===== src/rtl/fetch_sequencer.sv =====
// Fetch sequencer: walks the instruction ROM and feeds a one-entry IF/ID buffer.
// Latency: instruction at address A appears on out_instr one clock after pc==A.
// Backpressure: out_valid && !out_ready holds pc and the buffer; redirect flushes.
// Optional macro FETCH_LOOP_EN: wrap pc to 0 after the last word instead of draining.
module fetch_sequencer #(
  parameter int ADDR_W   = 3,
  parameter int INSTR_W  = 32,
  parameter int PROG_LEN = 6
) (
  input  logic               clk,
  input  logic               rst_n,
  input  logic               start,
  output logic [ADDR_W-1:0]  imem_addr,
  input  logic [INSTR_W-1:0] imem_instr,
  output logic               out_valid,
  input  logic               out_ready,
  output logic [INSTR_W-1:0] out_instr,
  output logic [ADDR_W-1:0]  out_pc,
  input  logic               redirect_valid,
  input  logic [ADDR_W-1:0]  redirect_pc,
  output logic               busy,
  output logic               done
);

  typedef enum logic [1:0] {
    S_IDLE  = 2'd0,
    S_FETCH = 2'd1,
    S_DRAIN = 2'd2,
    S_DONE  = 2'd3
  } state_t;

  localparam logic [ADDR_W-1:0] LAST_PC = ADDR_W'(PROG_LEN - 1);

  state_t               r_state;
  state_t               w_state_nxt;
  logic [ADDR_W-1:0]    r_pc;
  logic                 r_out_valid;
  logic [INSTR_W-1:0]   r_out_instr;
  logic [ADDR_W-1:0]    r_out_pc;

  logic w_start;
  logic w_redir;
  logic w_redir_in;
  logic w_load;
  logic w_at_end;
  logic w_drain_acc;

  // Redirect wins over both load and stall; start only counts when not running.
  assign w_start     = start && (r_state == S_IDLE || r_state == S_DONE);
  assign w_redir     = redirect_valid && (r_state == S_FETCH || r_state == S_DRAIN);
  assign w_redir_in  = (redirect_pc <= LAST_PC);
  assign w_load      = (r_state == S_FETCH) && (!r_out_valid || out_ready) && !redirect_valid;
  assign w_at_end    = (r_pc == LAST_PC);
  assign w_drain_acc = (r_state == S_DRAIN) && r_out_valid && out_ready && !redirect_valid;

  // State register
  always_ff @(posedge clk or negedge rst_n) begin
    if (!rst_n) r_state <= S_IDLE;
    else        r_state <= w_state_nxt;
  end

  // Next-state logic
  always_comb begin
    w_state_nxt = r_state;
    case (r_state)
      S_IDLE: begin
        if (start) w_state_nxt = S_FETCH;
      end
      S_FETCH: begin
        if (redirect_valid) begin
          w_state_nxt = w_redir_in ? S_FETCH : S_DONE;
        end else if (w_load && w_at_end) begin
`ifdef FETCH_LOOP_EN
          w_state_nxt = S_FETCH;
`else
          w_state_nxt = S_DRAIN;
`endif
        end
      end
      S_DRAIN: begin
        if (redirect_valid)  w_state_nxt = w_redir_in ? S_FETCH : S_DONE;
        else if (w_drain_acc) w_state_nxt = S_DONE;
      end
      S_DONE: begin
        if (start) w_state_nxt = S_FETCH;
      end
      default: w_state_nxt = S_IDLE;
    endcase
  end

  // State-decoded status outputs
  always_comb begin
    busy = 1'b0;
    done = 1'b0;
    case (r_state)
      S_FETCH, S_DRAIN: busy = 1'b1;
      S_DONE:           done = 1'b1;
      default: ;
    endcase
  end

  // Program counter: restart, redirect target, or advance on each issued load
  always_ff @(posedge clk or negedge rst_n) begin
    if (!rst_n) begin
      r_pc <= '0;
    end else if (w_start) begin
      r_pc <= '0;
    end else if (w_redir) begin
      // An out-of-range target ends the program; pc is left where it was.
      if (w_redir_in) r_pc <= redirect_pc;
    end else if (w_load) begin
      if (!w_at_end) begin
        r_pc <= r_pc + ADDR_W'(1);
      end else begin
`ifdef FETCH_LOOP_EN
        r_pc <= '0;
`else
        r_pc <= r_pc;
`endif
      end
    end
  end

  // IF/ID buffer: flush on redirect, fill on load, empty once the last word is taken
  always_ff @(posedge clk or negedge rst_n) begin
    if (!rst_n) begin
      r_out_valid <= 1'b0;
      r_out_instr <= '0;
      r_out_pc    <= '0;
    end else if (w_redir) begin
      r_out_valid <= 1'b0;
    end else if (w_load) begin
      r_out_valid <= 1'b1;
      r_out_instr <= imem_instr;
      r_out_pc    <= r_pc;
    end else if (w_drain_acc) begin
      r_out_valid <= 1'b0;
    end
  end

  assign imem_addr = r_pc;
  assign out_valid = r_out_valid;
  assign out_instr = r_out_instr;
  assign out_pc    = r_out_pc;

endmodule


===== config.mk =====
export PLATFORM = sky130hd
export DESIGN_NAME = fetch_sequencer
export DESIGN_NICKNAME = d
export VERILOG_FILES = /design/src/rtl/fetch_sequencer.sv
export SDC_FILE = /design/constraint.sdc
export NUM_CORES = 1
export LEC_CHECK = 0
export ABC_AREA = 1
export CAP_MARGIN = 40
export CORE_UTILIZATION = 30
export DETAILED_ROUTE_END_ITERATION = 10
export SLEW_MARGIN = 20
export SYNTH_ARGS = -nofsm -noshare
export SYNTH_HDL_FRONTEND = slang
export SYNTH_SLANG_ARGS = --single-unit

===== constraint.sdc =====
create_clock -name clk -period 1.7 [get_ports clk]
set_input_delay 0.17 -clock clk [delete_from_list [all_inputs] [get_ports clk]]
set_output_delay 0.17 -clock clk [all_outputs]
set_load 0.1 [all_outputs]

==> results of run 1 <==
==> final timing paths <==
path | slack [ns] | endpoint | cells past startpoint | start
hold / removal | 0.43 | out_instr[13] | 3 | imem_instr[13]
setup reg to reg | 0.24 | imem_addr[1] | 6 | r_state[0]
min in group asynchronous | 0.47 | out_instr[0] | 3 | rst_n
max in group asynchronous | 0.84 | imem_addr[1] | 3 | rst_n
setup / recovery | 0.14 | busy | 4 | r_state[0]
hold reg to reg | 0.48 | out_instr[4] | 2 | out_instr[4]
==> per-layer routing <==
layer,track usage,vias to the layer above
met5,0,-
met4,0.0429,0
met3,0.0472,2
met2,0.242,53
met1,0.199,774
li1,-,879
==> tightest hold or removal path, stage by stage <==
cell	delay, ns
clkdlybuf4s50_1	0.39
nand3_1	0.07
nand2_1	0.05
==> flip-flops by register name, indices dropped and copies added, names as in the netlist <==
register and cells:
out_instr 32, imem_addr 3, out_pc 3, r_state 2
out_valid 1
==> through the flow <==
step | hold WS [ns] | utilization | setup slack [ns]
after global routing | 0.427 | 0.475 | 0.0102
final | 0.433 | 0.475 | 0.137
after CTS | 0.426 | 0.475 | 0.122
after global placement | 0.271 | 0.461 | 0.191
after floorplan | -0.126 | - | -0.0784
after detailed placement | 0.266 | 0.461 | 0.151
==> cell type report <==
class | count | area share
Clock buffer | 5 | 0.0243
Timing Repair Buffer | 88 | 0.294
Sequential cell | 41 | 0.364
Multi-Input combinational cell | 163 | 0.267
Clock inverter | 1 | 0.00177
Tap cell | 75 | 0.0332
Inverter | 11 | 0.0159
==> cells in the final DEF (no fill, tap or decap) <==
cell type        instances
a21boi_0                 1
nand2_1                 98
nand3b_1                 2
clkdlybuf4s50_1         38
nor2_1                   8
dlygate4sd3_1            1
inv_1                    9
nand3_1                 41
clkinvlp_4               1
nand2_2                  2
ha_4                     1
o21ai_0                  2
clkbuf_8                 5
buf_4                   42
nor2_4                   1
a21oi_1                  2
clkinv_2                 1
dfrtp_2                  3
inv_2                    1
buf_2                    1
ha_1                     5
dfrtp_1                 38
buf_12                   6
==> synth_stat cells (all sizes together) <==
| library cell | count |
|---|---|
| o21ai | 2 |
| inv | 11 |
| dfrtp | 41 |
| nand3 | 41 |
| ha | 6 |
| nand3b | 2 |
| nor2 | 9 |
| a21oi | 2 |
| buf | 10 |
| nand2 | 100 |
| a21boi | 1 |
==> cells by family after synthesis <==
logic type	share of synthesized area
and+or+nand+nor	0.341
DFF	0.548
buffers and inverters	0.0561
adders and majority gates	0.0401
AOI/OAI and AO/OA	0.0147
==> flow_results.xml, run 1 <==
<?xml version="1.0" encoding="UTF-8"?>
<metrics>
  <group name="outcome">
    <metric name="run_status" unit="">completed</metric>
  </group>
  <group name="routing">
    <metric name="first_iter_violations" unit="">53</metric>
    <metric name="routed-wl-met2" unit="µm">2060</metric>
    <metric name="drt-total-wl" unit="µm">4530</metric>
    <metric name="antenna_left" unit="">0</metric>
    <metric name="drcViolationCount" unit="">0</metric>
    <metric name="vias_per_cell" unit="">4.45</metric>
    <metric name="detailroute.via_count" unit="">1708</metric>
    <metric name="top_layer_used" unit="">met4</metric>
    <metric name="dr.pass1.iters" unit="">4</metric>
    <metric name="detail_route.wl_per_cell" unit="µm">11.8</metric>
    <metric name="route.layer.met1.wl" unit="µm">2120</metric>
    <metric name="met3RoutedLength" unit="µm">326</metric>
  </group>
  <group name="yosys">
    <metric name="synth.area.top_cells" unit="">dfrtp_1, nand2_1, nand3_1</metric>
    <metric name="netlist_area" unit="mm²">0.00187</metric>
    <metric name="syn_avg_cell_area" unit="µm²">8.32</metric>
    <metric name="post_synth_num_cell_types" unit="">16</metric>
    <metric name="postSynthNetCount" unit="">271</metric>
    <metric name="synth_cells" unit="">225</metric>
    <metric name="dominant_cell_type_by_area_after_synthesis" unit="">dfrtp_1</metric>
    <metric name="post-synth-top-area-fraction" unit="">0.548</metric>
    <metric name="synth-seq-area-share" unit="">0.548</metric>
    <metric name="ys.warnings.count" unit="">0</metric>
    <metric name="synth.ff_latch_count" unit="">41</metric>
  </group>
  <group name="clock_tree">
    <metric name="clkTransAtPathRegs" unit="ns">0.07</metric>
    <metric name="cts_resized" unit="">0</metric>
    <metric name="cts_max_path_buffers" unit="">2</metric>
    <metric name="tritoncts.num_buffers" unit="">5</metric>
    <metric name="post_cts_buffers" unit="">0</metric>
    <metric name="cts-hold-fix-buffers" unit="">1</metric>
    <metric name="worst_skew_pair.late_latency" unit="ns">0.29</metric>
    <metric name="tritoncts_num_sinks" unit="">41</metric>
    <metric name="clock_tree_from_tritoncts" unit="">yes</metric>
    <metric name="htreeDepth" unit="">2</metric>
    <metric name="root_buffer" unit="">clkbuf_8</metric>
  </group>
  <group name="finish">
    <metric name="area.growth.synth_to_final" unit="%">51.1</metric>
    <metric name="multi_input_area" unit="µm²">757</metric>
    <metric name="final_cells" unit="">384</metric>
    <metric name="antenna_cells_inserted" unit="">0</metric>
    <metric name="register_area" unit="mm²">0.00103</metric>
    <metric name="fillerInstances" unit="">607</metric>
    <metric name="final_design_area_no_fill" unit="mm²">0.00283</metric>
    <metric name="design.final.nets" unit="">356</metric>
    <metric name="fraction_of_final_layout_cells_with_drive_strength_greater_than_1" unit="">0.207</metric>
  </group>
  <group name="timing">
    <metric name="hold_violations" unit="">0</metric>
    <metric name="setup_viol" unit="">0</metric>
    <metric name="fin_crit_share" unit="">0.919</metric>
    <metric name="timing.fmax" unit="MHz">640</metric>
    <metric name="finalSetupTns" unit="ns">0</metric>
    <metric name="relSlewSlack" unit="">0.655</metric>
    <metric name="final_max_slew_viol_count" unit="">0</metric>
    <metric name="unrepaired_setup_endpoints_after_global_routing" unit="">no</metric>
    <metric name="slew_worst_pin" unit="ns">0.518</metric>
    <metric name="final_clock_skew" unit="ns">0.00832</metric>
    <metric name="post-route-min-period" unit="ns">1.56</metric>
  </group>
  <group name="global_route">
    <metric name="antenna_found_initial" unit="">0</metric>
    <metric name="grt_first_pass_wirelength" unit="µm">7530</metric>
    <metric name="number_of_global_route_vias_before_repair" unit="">1651</metric>
    <metric name="global_route.overflow_total" unit="">0</metric>
    <metric name="pin_count_of_the_biggest_net_entering_global_routing" unit="">42</metric>
    <metric name="track_usage" unit="">0.152</metric>
  </group>
  <group name="worst_setup_path">
    <metric name="end_kind" unit="">output pin</metric>
    <metric name="library_cell_contributing_the_largest_single_delay_on_the_critical_path" unit="">dfrtp_1</metric>
    <metric name="worst_path_required" unit="ns">1.53</metric>
    <metric name="path_max_fanout" unit="">5</metric>
    <metric name="worstPathArrival" unit="ns">1.39</metric>
    <metric name="critPathMaxStageDelay" unit="ns">0.44</metric>
    <metric name="critPathLaunchType" unit="">flip-flop</metric>
    <metric name="critPathKind" unit="">flip-flop to output pin</metric>
    <metric name="timing.critical_path.cells" unit="">inv_2 &gt; ha_4 &gt; clkinvlp_4 &gt; buf_12</metric>
    <metric name="critical_path.top_delay_family" unit="">flip-flops</metric>
    <metric name="worstPathBufferInverterCount" unit="">3</metric>
  </group>
  <group name="floorplan">
    <metric name="floorplan.rows" unit="">28</metric>
    <metric name="die_width" unit="µm">81.0</metric>
    <metric name="die-area" unit="mm²">0.00656</metric>
    <metric name="floorplan.io_pins" unit="">81</metric>
    <metric name="chipHeight" unit="µm">81.0</metric>
    <metric name="initial_utilization" unit="">0.314</metric>
    <metric name="area_of_the_core" unit="mm²">0.00596</metric>
  </group>
  <group name="place">
    <metric name="placedCellCount" unit="">377</metric>
    <metric name="placement.cell_area" unit="mm²">0.00275</metric>
    <metric name="routabilityCongestion" unit="">0.808</metric>
    <metric name="port_buffers" unit="">80</metric>
    <metric name="dp_hpwl" unit="µm">3260</metric>
  </group>
  <group name="hold_path">
    <metric name="worst_hold_path_type" unit="">primary input to flip-flop</metric>
  </group>
  <group name="run">
    <metric name="maxCapViolCount" unit="">0</metric>
  </group>
</metrics>
Power of run 1 is not shown: default switching activity piles up to over one toggle a cycle in this logic, so the estimate is an artifact.
==> inputs of run 2 (changes only) <==
Settings changed: MAX_ROUTING_LAYER set to met4, TNS_END_PERCENT set to 30.
==> run 2 against run 1 <==
Setup slack hardly changed. Non-clock buffer count unchanged. Critical path type unchanged. Clock skew about the same. Register-to-register slack about the same.
==> flow_results.xml, run 2 (same netlist as run 1, synthesis figures left out) <==
<?xml version="1.0" encoding="UTF-8"?>
<metrics>
  <group name="timing">
    <metric name="fin_crit_share" unit="">0.919</metric>
    <metric name="post-route-min-period" unit="ns">1.56</metric>
    <metric name="setup_viol" unit="">0</metric>
    <metric name="slew_worst_pin" unit="ns">0.518</metric>
    <metric name="final_clock_skew" unit="ns">0.00832</metric>
    <metric name="relSlewSlack" unit="">0.654</metric>
    <metric name="timing.fmax" unit="MHz">640</metric>
    <metric name="unrepaired_setup_endpoints_after_global_routing" unit="">no</metric>
    <metric name="final_max_slew_viol_count" unit="">0</metric>
    <metric name="hold_violations" unit="">0</metric>
  </group>
  <group name="routing">
    <metric name="drcViolationCount" unit="">0</metric>
    <metric name="drt-total-wl" unit="µm">4540</metric>
    <metric name="vias_per_cell" unit="">4.44</metric>
    <metric name="detailroute.via_count" unit="">1706</metric>
    <metric name="antenna_left" unit="">0</metric>
    <metric name="first_iter_violations" unit="">54</metric>
    <metric name="detail_route.wl_per_cell" unit="µm">11.8</metric>
    <metric name="dr.pass1.iters" unit="">4</metric>
  </group>
  <group name="finish">
    <metric name="commonest_cells_after_routing_fill_and_taps_aside" unit="">nand2_1, buf_4, nand3_1</metric>
    <metric name="end_of_flow_core_utilization" unit="">0.475</metric>
    <metric name="area.growth.synth_to_final" unit="%">51.1</metric>
    <metric name="fraction_of_final_layout_cells_with_drive_strength_greater_than_1" unit="">0.207</metric>
    <metric name="design.final.nets" unit="">356</metric>
    <metric name="mostFrequentLayoutCell" unit="">nand2_1</metric>
    <metric name="flip_flop_count_of_the_largest_register_all_copies_and_words_added" unit="">32</metric>
    <metric name="fillerInstances" unit="">607</metric>
    <metric name="antenna_cells_inserted" unit="">0</metric>
  </group>
  <group name="global_route">
    <metric name="grt_first_pass_wirelength" unit="µm">7530</metric>
    <metric name="number_of_global_route_vias_before_repair" unit="">1651</metric>
    <metric name="track_usage" unit="">0.157</metric>
    <metric name="pin_count_of_the_biggest_net_entering_global_routing" unit="">42</metric>
    <metric name="antenna_found_initial" unit="">0</metric>
    <metric name="global_route.overflow_total" unit="">0</metric>
  </group>
  <group name="worst_setup_path">
    <metric name="r2r_slack" unit="ns">0.24</metric>
    <metric name="end_kind" unit="">output pin</metric>
    <metric name="worstSetupEndpoint" unit="">busy</metric>
    <metric name="critPathLaunchType" unit="">flip-flop</metric>
    <metric name="rr_startpoint" unit="">r_state[0]</metric>
    <metric name="path_max_fanout" unit="">5</metric>
    <metric name="worst_path_required" unit="ns">1.53</metric>
    <metric name="timing.rr.end" unit="">imem_addr[1]</metric>
    <metric name="worstSetupStartpoint" unit="">r_state[0]</metric>
    <metric name="worst-r2r-cell-count" unit="">6</metric>
    <metric name="critPathKind" unit="">flip-flop to output pin</metric>
    <metric name="worstPathArrival" unit="ns">1.39</metric>
  </group>
  <group name="floorplan">
    <metric name="area_of_the_core" unit="mm²">0.00596</metric>
    <metric name="die-area" unit="mm²">0.00656</metric>
    <metric name="floorplan.rows" unit="">28</metric>
    <metric name="die_width" unit="µm">81.0</metric>
    <metric name="chipHeight" unit="µm">81.0</metric>
    <metric name="initial_utilization" unit="">0.314</metric>
    <metric name="floorplan.io_pins" unit="">81</metric>
  </group>
  <group name="run">
    <metric name="maxCapViolCount" unit="">0</metric>
  </group>
  <group name="hold_path">
    <metric name="worst_hold_path_type" unit="">primary input to flip-flop</metric>
  </group>
  <group name="clock_tree">
    <metric name="tritoncts_num_sinks" unit="">41</metric>
    <metric name="worst_skew_pair.late_latency" unit="ns">0.29</metric>
    <metric name="clkTransAtPathRegs" unit="ns">0.07</metric>
    <metric name="cts_max_path_buffers" unit="">2</metric>
    <metric name="root_buffer" unit="">clkbuf_8</metric>
    <metric name="tritoncts.num_buffers" unit="">5</metric>
    <metric name="htreeDepth" unit="">2</metric>
    <metric name="clock_tree_from_tritoncts" unit="">yes</metric>
    <metric name="cts_resized" unit="">0</metric>
  </group>
  <group name="place">
    <metric name="port_buffers" unit="">80</metric>
    <metric name="dp_hpwl" unit="µm">3260</metric>
    <metric name="routabilityCongestion" unit="">0.820</metric>
  </group>
  <group name="outcome">
    <metric name="run_status" unit="">completed</metric>
  </group>
</metrics>
[run 2: timing repair]
item | in CTS | in global routing
hold buffers | 1 | 0
setup buffers | 0 | 0
endpoints found under the setup margin | 0 | 0
hold endpoints to repair | 41 | 0
[run 2: worst min path at each step]
stage | to | startpoint | slack (ns) | cells past startpoint
after floorplan | imem_addr[0] | rst_n | -0.13 | 0
after global placement | out_instr[0] | rst_n | 0.27 | 2
after detailed placement | out_instr[0] | rst_n | 0.27 | 2
after CTS | out_instr[5] | imem_instr[5] | 0.43 | 3
after global routing | out_instr[31] | imem_instr[31] | 0.43 | 3
final | out_instr[13] | imem_instr[13] | 0.43 | 3
[run 2: critical path, cell delays in order, from the launching register on]
cell        delay (ns)
dfrtp_1           0.44
inv_2             0.06
ha_4              0.29
clkinvlp_4        0.13
buf_12            0.19
[run 2: layer usage]
metal / global-route usage / vias up / share of wire
li1: - / 879 / -
met1: 0.200 / 772 / 0.47
met4: 0.0429 / 0 / 0.0053
met3: 0.0461 / 2 / 0.071
met2: 0.242 / 53 / 0.45
met5: - / - / 0
[run 2: final cells by class]
class / count / area (µm²) / share of cell area
clock inverters: 1 / 5.00 / 0.00177
inverters: 11 / 45.0 / 0.0159
well taps: 75 / 93.8 / 0.0332
flip-flops and latches: 41 / 1030 / 0.364
multi-input cells: 163 / 757 / 0.267
repair buffers: 88 / 831 / 0.294
clock buffers: 5 / 68.8 / 0.0243
[run 2: through the flow]
step           setup TNS, ns  hold WS [ns]  setup WS [ns]  area (µm²)  instances
3_5_place_dp               0         0.266          0.151        2750        377
6_report                   0         0.433          0.137        2830        384
3_3_place_gp               0         0.271          0.191        2750        377
5_1_grt                    0         0.427         0.0102        2830        384
4_1_cts                    0         0.426          0.122        2830        384
2_1_floorplan        -0.0920        -0.126        -0.0784        1900        225
Power of run 2 is left out for the same reason.
==> inputs of run 3 (changes only) <==
Settings changed: SKIP_CTS_REPAIR_TIMING set to 1.
==> results of run 3 <==
Same layout as run 2: the final DEF is identical, and so are final timing and power.
Power of run 3 is left out for the same reason.
